`src/rtl/data_mem_arbiter.sv`:
```
// Two-port round-robin arbiter in front of a single-ported data memory.
// Each access takes IDLE -> ACCESS -> DONE; every output is registered.
module data_mem_arbiter #(
  parameter int unsigned DEPTH  = 32,
  parameter int unsigned DATA_W = 32
) (
  input  logic                  Clk,
  input  logic                  reset,
  input  logic [1:0]            req,
  input  logic [1:0]            we,
  input  logic [2*DATA_W-1:0]   addr,
  input  logic [2*DATA_W-1:0]   wdata,
  output logic [1:0]            gnt,
  output logic [1:0]            rvalid,
  output logic [DATA_W-1:0]     rdata,
  output logic                  err,
  output logic                  busy,
  output logic [DATA_W-1:0]     mem_addr,
  output logic [DATA_W-1:0]     mem_wdata,
  output logic                  mem_read,
  output logic                  mem_write,
  input  logic [DATA_W-1:0]     mem_rdata
);

  typedef enum logic [1:0] {StIdle, StAccess, StDone} state_e;

  state_e              state_q, state_d;
  logic                last_q, last_d;
  logic                win_q, win_d;
  logic                we_q, we_d;
  logic                oor_q, oor_d;
  logic [1:0]          gnt_q, gnt_d;
  logic [1:0]          rvalid_q, rvalid_d;
  logic [DATA_W-1:0]   rdata_q, rdata_d;
  logic                err_q, err_d;
  logic                busy_q, busy_d;
  logic [DATA_W-1:0]   mem_addr_q, mem_addr_d;
  logic [DATA_W-1:0]   mem_wdata_q, mem_wdata_d;
  logic                mem_read_q, mem_read_d;
  logic                mem_write_q, mem_write_d;

  logic                win;
  logic                sel_we;
  logic [DATA_W-1:0]   sel_addr;
  logic [DATA_W-1:0]   sel_wdata;
  logic                sel_inr;

  // With both ports requesting, the one not served last wins.
  always_comb begin
    win       = (req == 2'b11) ? ~last_q : req[1];
    sel_we    = win ? we[1] : we[0];
    sel_addr  = win ? addr[2*DATA_W-1:DATA_W] : addr[DATA_W-1:0];
    sel_wdata = win ? wdata[2*DATA_W-1:DATA_W] : wdata[DATA_W-1:0];
    sel_inr   = sel_addr < DATA_W'(DEPTH);
  end

  always_comb begin
    state_d     = state_q;
    last_d      = last_q;
    win_d       = win_q;
    we_d        = we_q;
    oor_d       = oor_q;
    gnt_d       = 2'b00;
    rvalid_d    = 2'b00;
    err_d       = 1'b0;
    rdata_d     = rdata_q;
    mem_addr_d  = mem_addr_q;
    mem_wdata_d = mem_wdata_q;
    mem_read_d  = 1'b0;
    mem_write_d = 1'b0;
    unique case (state_q)
      StIdle: begin
        if (|req) begin
          state_d     = StAccess;
          last_d      = win;
          win_d       = win;
          we_d        = sel_we;
          oor_d       = ~sel_inr;
          gnt_d       = win ? 2'b10 : 2'b01;
          mem_addr_d  = sel_addr;
          mem_wdata_d = sel_wdata;
          mem_read_d  = sel_inr & ~sel_we;
          mem_write_d = sel_inr & sel_we;
        end
      end
      StAccess: begin
        state_d  = StDone;
        rvalid_d = win_q ? 2'b10 : 2'b01;
        err_d    = oor_q;
        // Memory presents read data on the negedge of the strobe cycle.
        if (oor_q) begin
          rdata_d = '0;
        end else if (!we_q) begin
          rdata_d = mem_rdata;
        end
      end
      StDone: begin
        state_d = StIdle;
      end
      default: begin
        state_d = StIdle;
      end
    endcase
    busy_d = (state_d != StIdle);
  end

  always_ff @(posedge Clk) begin
    if (reset) begin
      state_q     <= StIdle;
      last_q      <= 1'b1;
      win_q       <= 1'b0;
      we_q        <= 1'b0;
      oor_q       <= 1'b0;
      gnt_q       <= 2'b00;
      rvalid_q    <= 2'b00;
      rdata_q     <= '0;
      err_q       <= 1'b0;
      busy_q      <= 1'b0;
      mem_addr_q  <= '0;
      mem_wdata_q <= '0;
      mem_read_q  <= 1'b0;
      mem_write_q <= 1'b0;
    end else begin
      state_q     <= state_d;
      last_q      <= last_d;
      win_q       <= win_d;
      we_q        <= we_d;
      oor_q       <= oor_d;
      gnt_q       <= gnt_d;
      rvalid_q    <= rvalid_d;
      rdata_q     <= rdata_d;
      err_q       <= err_d;
      busy_q      <= busy_d;
      mem_addr_q  <= mem_addr_d;
      mem_wdata_q <= mem_wdata_d;
      mem_read_q  <= mem_read_d;
      mem_write_q <= mem_write_d;
    end
  end

  assign gnt       = gnt_q;
  assign rvalid    = rvalid_q;
  assign rdata     = rdata_q;
  assign err       = err_q;
  assign busy      = busy_q;
  assign mem_addr  = mem_addr_q;
  assign mem_wdata = mem_wdata_q;
  assign mem_read  = mem_read_q;
  assign mem_write = mem_write_q;

endmodule
```
`config.mk`:
```
export PLATFORM = sky130hd
export DESIGN_NAME = data_mem_arbiter
export DESIGN_NICKNAME = d
export VERILOG_FILES = /design/src/rtl/data_mem_arbiter.sv
export SDC_FILE = /design/constraint.sdc
export NUM_CORES = 1
export LEC_CHECK = 0
export CAP_MARGIN = 20
export CORE_UTILIZATION = 34
export DETAILED_ROUTE_END_ITERATION = 6
export MAX_ROUTING_LAYER = met4
export PLACE_DENSITY_LB_ADDON = 0.3
export REMOVE_ABC_BUFFERS = 1
export SYNTH_ARGS = -nofsm -noshare
export SYNTH_HDL_FRONTEND = slang
export SYNTH_SLANG_ARGS = --single-unit
```
`constraint.sdc`:
```
create_clock -name Clk -period 1.35 [get_ports Clk]
set_clock_uncertainty 0.1 [all_clocks]
set_input_delay 0.27 -clock Clk [delete_from_list [all_inputs] [get_ports Clk]]
set_output_delay 0.27 -clock Clk [all_outputs]
set_load 0.05 [all_outputs]
```
==> results.yml, run 1 <==
run_status:
  status: "finished, violations left"
  violations: "negative setup slack"
place:
  gp_congestion: 0.8530
  preCtsSetupSlack_ns: -0.7103
  dp_hpwl_um: 12010
  portBuffers: 269
  placed_area_sq_mm: 0.008627
finish:
  final_util_pct: 79.73
  drive_gt1_share_pct: 36.99
  area_growth_pct: 126.0
  diodes: 0
  nets: 964
  finalInstanceArea_sq_mm: 0.01018
die:
  chipHeight_um: 117.1
  fp.dieW_um: 117.1
  rows: 41
  io_pins: 270
  core_sq_mm: 0.01277
  dieArea_sq_mm: 0.01372
  start_util_pct: 35.28
yosys:
  avgSynthCellArea_sq_um: 9.198
  synth-seq-area-share_pct: 48.86
  synth-seq-cells: 110
  synth_area_sq_mm: 0.004507
  yosys_warnings: 0
  syn_inst: 490
  synth_cell_type_count: 27
global_routing:
  grtUsageTotal_pct: 26.38
  grt_pass1_wl_um: 25940
  grt_overflow: 0
  grt_pass1_vias: 5081
  antenna_found_initial: 0
  grt_max_degree: 49
clock_tree:
  cts_buffers: 9
  cts_root_buffer: "clkbuf_16"
  clk_latency_ns: 0.35
  cts_tree: "built"
  ctsHoldBuffers: 0
  htreeDepth: 3
  clock_path_buffers: 2
  path_clk_slew_ns: 0.08
  cts_sinks: 110
critical_path:
  setup.worst_path.start_class: "flop"
  critical_path.max_fanout: 7
  r2r_cells: 5
  cp-end-kind: "flop"
  cp.required_ns: 1.48
  criticalPathCategory: "flop to flop"
  crit_arrival_ns: 1.69
timing:
  max_slew_margin_pct: 74.49
  fin_crit_ns: 1.555
  setup_tns_ns: -10.06
  fin_ws_ns: -0.2051
  tightest_slew_ns: 0.3791
  setup_violations: 94
  rsz0062_at_grt: "yes"
  finalMaxSlewViolations: 0
  period_share_pct: 115.2
  fmax_ghz: 0.6430
  hold_viol: 0
power:
  ir_drop_mv: 0.7473
  powerDensity_mw_per_mm2: 1112
  leakage_nw: 3.840
hold_path:
  hold_class: "input port to flop"
  min_path_cells: 2
drt:
  firstDrtPassIters: 4
  drtAntennaViolNets: 0
  viasPerCell: 5.384
  drc: 0
  vias: 5249
  wire_per_inst_um: 20.12
  drt_iter0_drc: 199
  routed_wl_um: 19620
job:
  cap_violations: 0
==> cell usage after synthesis (all sizes together) <==
cell | count | area [sq um]
and2 | 2 | 12.51
o21a | 1 | 7.510
and4b | 1 | 10.01
nand4 | 3 | 18.77
or4 | 1 | 7.510
mux2i | 66 | 660.6
nand2b | 1 | 6.260
a21oi | 35 | 175.2
a211oi | 65 | 488.0
clkbuf | 22 | 82.58
clkinv | 1 | 3.750
nor3 | 4 | 20.02
nor4 | 12 | 75.07
a21boi | 1 | 7.510
a311oi | 1 | 8.760
nand3b | 1 | 7.510
a21o | 1 | 7.510
nand3 | 32 | 160.2
and4 | 1 | 8.760
dfxtp | 110 | 2202
o21ai | 2 | 13.76
nand2 | 36 | 135.1
buf | 22 | 128.9
nor2 | 69 | 259.0
==> critical path: stages, from the launching register on <==
cell and delay (ns):
dfxtp_2 0.34, a21boi_4 0.28, buf_12 0.19, buf_12 0.15, mux2i_1 0.24, a211oi_1 0.12
==> cells in the final DEF (no fill, tap or decap), types with 7 or more instances in the layout <==
cell	count
nand2_1	35
nand3_1	9
a211oi_2	24
clkdlybuf4s50_1	162
a21oi_2	16
buf_6	17
a211oi_1	41
mux2i_4	7
clkbuf_16	15
mux2i_1	45
nand3_2	17
dfxtp_1	106
buf_4	24
nor2_1	66
mux2i_2	14
buf_12	115
a21oi_1	18
nor4_1	7
==> state kept, by name, summed over array words and instances (netlist names), 2 cells and up <==
signal and count:
gnt 2, mem_wdata 32, rdata 32, rvalid 2, state_q 2, mem_addr 32
==> final timing paths <==
check                            start           end  slack (ns)
worst min register to register   win_q     rvalid[0]        0.36
worst min-delay path             reset  mem_addr[16]        0.22
worst max-delay path            last_q  mem_wdata[2]       -0.21
worst max register to register  last_q  mem_wdata[2]       -0.21
==> cells by family (layout without fill, tap and decap cells) <==
logic type / count (synthesis) / count (layout) / synth area share (%)
AND/OR/NAND/NOR: 163 / 163 / 15.99
flip-flops: 110 / 110 / 48.86
AO/OA/AOI/OAI: 106 / 108 / 15.71
multiplexers: 66 / 66 / 14.66
buffers and inverters: 45 / 356 / 4.775
==> per-layer routing <==
layer / up-vias / GRT usage [%] / share of wire, % / wire length, um
li1: 2397 / - / - / -
met1: 2539 / 26.73 / 36 / 7068
met2: 262 / 47.30 / 53 / 10360
met3: 51 / 6.488 / 7.4 / 1459
met4: 0 / 13.33 / 3.7 / 735
met5: - / - / 0 / 0
==> what timing repair did <==
| action | in CTS | in global routing |
|---|---|---|
| buffers inserted | 15 | 9 |
| gates cloned | 12 | 7 |
| pin swaps | 38 | 58 |
| gates resized for setup | 50 | 120 |
| endpoints found under the setup margin | 71 | 103 |
==> cell type report <==
type	count	area, sq um
Fill cell	675	2589
Clock inverter	5	58.81
Clock buffer	11	242.7
Sequential cell	110	2207
Timing Repair Buffer	339	4751
Tap cell	172	215.2
Inverter	1	5.005
Multi-Input combinational cell	337	2705
==> report_power, final <==
part | internal (mW) | switching (mW)
Sequential | 3.55 | 0.341
Clock | 1.49 | 1.25
Combinational | 2.43 | 2.26
==> per-stage QoR <==
step / hold slack (ns) / instances / power, mW
6_report: 0.2214 / 975 / 11.32
5_1_grt: 0.2194 / 975 / 11.68
4_1_cts: 0.1936 / 965 / 10.92
3_5_place_dp: 0.3270 / 922 / 7.771
3_3_place_gp: 0.3280 / 922 / 7.681
2_1_floorplan: 0.2391 / 446 / 5.575
(Power assumes the default switching activity.)
==> run 2: changes to the inputs <==
- CORE_MARGIN: not set -> 2
==> run 2 against run 1 <==
Against the previous run:
- global-route usage decreased by 3.0 points
- register-to-register slack got worse by 0.03 ns
- largest power group unchanged
- via count decreased by 4.4%
- power decreased by 4.8%
- critical path depth unchanged
- the flow still finishes with violations (negative setup slack)
- cell count decreased by 2.2%
- wire length increased by 0.41%
- largest cell class unchanged
- maximum frequency decreased by 2.1%
==> results.yml, run 2 (synthesized netlist as in run 1, its figures left out) <==
global_routing:
  met3_usage_pct: 6.034
  busiest_layer: "met2"
  grt_pass1_wl_um: 25120
  use_met2_pct: 42.17
  grt_pass1_vias: 4881
  grt_max_degree: 57
  antenna_found_initial: 0
  grtUsageTotal_pct: 23.34
  use_met1_pct: 24.28
  grt_overflow: 0
critical_path:
  crit_chain: "a21boi_4 > buf_12 > buf_16 > mux2i_2 > a211oi_2"
  cp.required_ns: 1.47
  critical_path.max_fanout: 6
  slowest_delay_ns: 0.35
  crit_buf_inv: 2
  setup.worst_path.start_class: "flop"
  cp-end-kind: "flop"
  crit_arrival_ns: 1.71
  cp_top_family: "compound AO/OA/AOI/OAI gates"
  crit_slowest_cell: "a21boi_4"
  criticalPathCategory: "flop to flop"
drt:
  drtAntennaViolNets: 0
  drt_iter0_drc: 261
  wire_per_inst_um: 20.65
  viasPerCell: 5.258
  routed_wl_um: 19700
  drc: 0
  firstDrtPassIters: 4
  vias: 5016
clock_tree:
  cts_tree: "built"
  cts_buffers: 9
  clock_path_buffers: 2
  htreeDepth: 3
  cts_root_buffer: "clkbuf_16"
  clk_latency_ns: 0.34
  path_clk_slew_ns: 0.07
  cts_sinks: 110
  ctsHoldBuffers: 0
power:
  p_total_mw: 10.78
  clkPwrFrac_pct: 22.2
  powerDensity_mw_per_mm2: 1075
  leakage_nw: 3.705
  p_comb_share_pct: 41.8
  p_switching_mw: 3.722
  ir_drop_mv: 0.6205
  p_int_mw: 7.057
  p_seq_share_pct: 36.0
  switching_share_pct: 34.53
finish:
  diodes: 0
  mostFrequentLayoutCells: "clkdlybuf4s50_1, buf_12, dfxtp_1"
  regArea_sq_mm: 0.002207
  drive_gt1_share_pct: 36.63
  final_common_cell: "clkdlybuf4s50_1"
  fill_cells: 782
  nets: 942
  area_growth_pct: 122.5
  multi_input_area_sq_mm: 0.002803
timing:
  period_share_pct: 117.7
  hold_viol: 0
  finalMaxSlewViolations: 0
  rsz0062_at_grt: "yes"
  fin_crit_ns: 1.588
  setup_violations: 104
  hold_slack_ns: 0.1256
  fmax_ghz: 0.6295
  max_slew_margin_pct: 70.59
  fin_ws_ns: -0.2385
  tightest_slew_ns: 0.4412
die:
  chipHeight_um: 119.1
  start_util_pct: 34.44
  fp.dieW_um: 119.1
  core_sq_mm: 0.01309
  dieArea_sq_mm: 0.01419
  io_pins: 270
  rows: 42
hold_path:
  hold_class: "input port to flop"
run_status:
  status: "finished, violations left"
  violations: "negative setup slack"
place:
  gp_congestion: 0.8465
  portBuffers: 269
  dp_hpwl_um: 11650
job:
  cap_violations: 0
[run 2: changes by cell type in the layout (fill, tap and decap cells not counted), moves of 12 or more]
cell	before	now
buf_6	17	3
nand3_4	6	18
a21oi_1	18	3
a211oi_1	41	54
a211oi_2	24	11
a21oi_2	16	31
[run 2: worst paths after layout]
path | startpoint | end | cells after the start | slack [ns]
max | last_q | mem_wdata[15] | 5 | -0.24
min | reset | mem_addr[7] | 2 | 0.13
max reg2reg | last_q | mem_wdata[15] | 5 | -0.24
min reg2reg | win_q | rvalid[0] | 1 | 0.39
[run 2: final cells by class]
class,instances,area share (%)
well taps,176,2.196
clock buffers,11,2.321
multi-input cells,335,27.95
repair buffers,319,45.36
inverters,1,0.03743
flip-flops and latches,110,22.01
clock inverters,2,0.1248
[run 2: layer usage]
metal  share of wire (%)  vias up
met5                   0        -
met4                 2.8        0
met3                 7.5       37
met2                  53      230
met1                  36     2417
li1                    -     2332
[run 2: power groups by stage]
stage | registers [mW] | clock network, mW | logic, mW
final | 3.88 | 2.39 | 4.51
after global routing | 3.91 | 2.57 | 4.67
after global placement | 3.92 | 0 | 3.73
after CTS | 3.87 | 2.44 | 3.98
after detailed placement | 3.94 | 0 | 3.79
after floorplan | 4.75 | 0 | 0.822
[run 2: worst reg2reg max path: stages (launching register included)]
cell and delay [ns]:
dfxtp_2 0.34, a21boi_4 0.35, buf_12 0.19, buf_16 0.15, mux2i_2 0.25, a211oi_2 0.10
[run 2: what timing repair did]
item | 4_1_cts | 5_1_grt
buffers inserted | 9 | 6
endpoints found under the setup margin | 73 | 103
resized for setup | 19 | 142
gates cloned | 5 | 10
pin swaps | 14 | 90
[run 2: metrics by stage]
stage / setup TNS [ns] / worst slack [ns] / cell area [sq um] / util, % / instances
final: -12.63 / -0.2385 / 10030 / 76.63 / 954
after floorplan: -360.89 / -4.642 / 4295 / - / 446
after global placement: -38.66 / -0.5961 / 8549 / 65.34 / 915
after global routing: -16.75 / -0.2926 / 10030 / 76.63 / 954
after detailed placement: -40.92 / -0.6462 / 8549 / 65.34 / 915
after CTS: -12.26 / -0.2382 / 9102 / 69.56 / 940
==> run 3: changes to the inputs <==
- ABC_CLOCK_PERIOD_IN_PS: not set -> 1350
==> results of run 3 <==
Same layout as run 2: the final DEF is identical, and so are final timing and power.
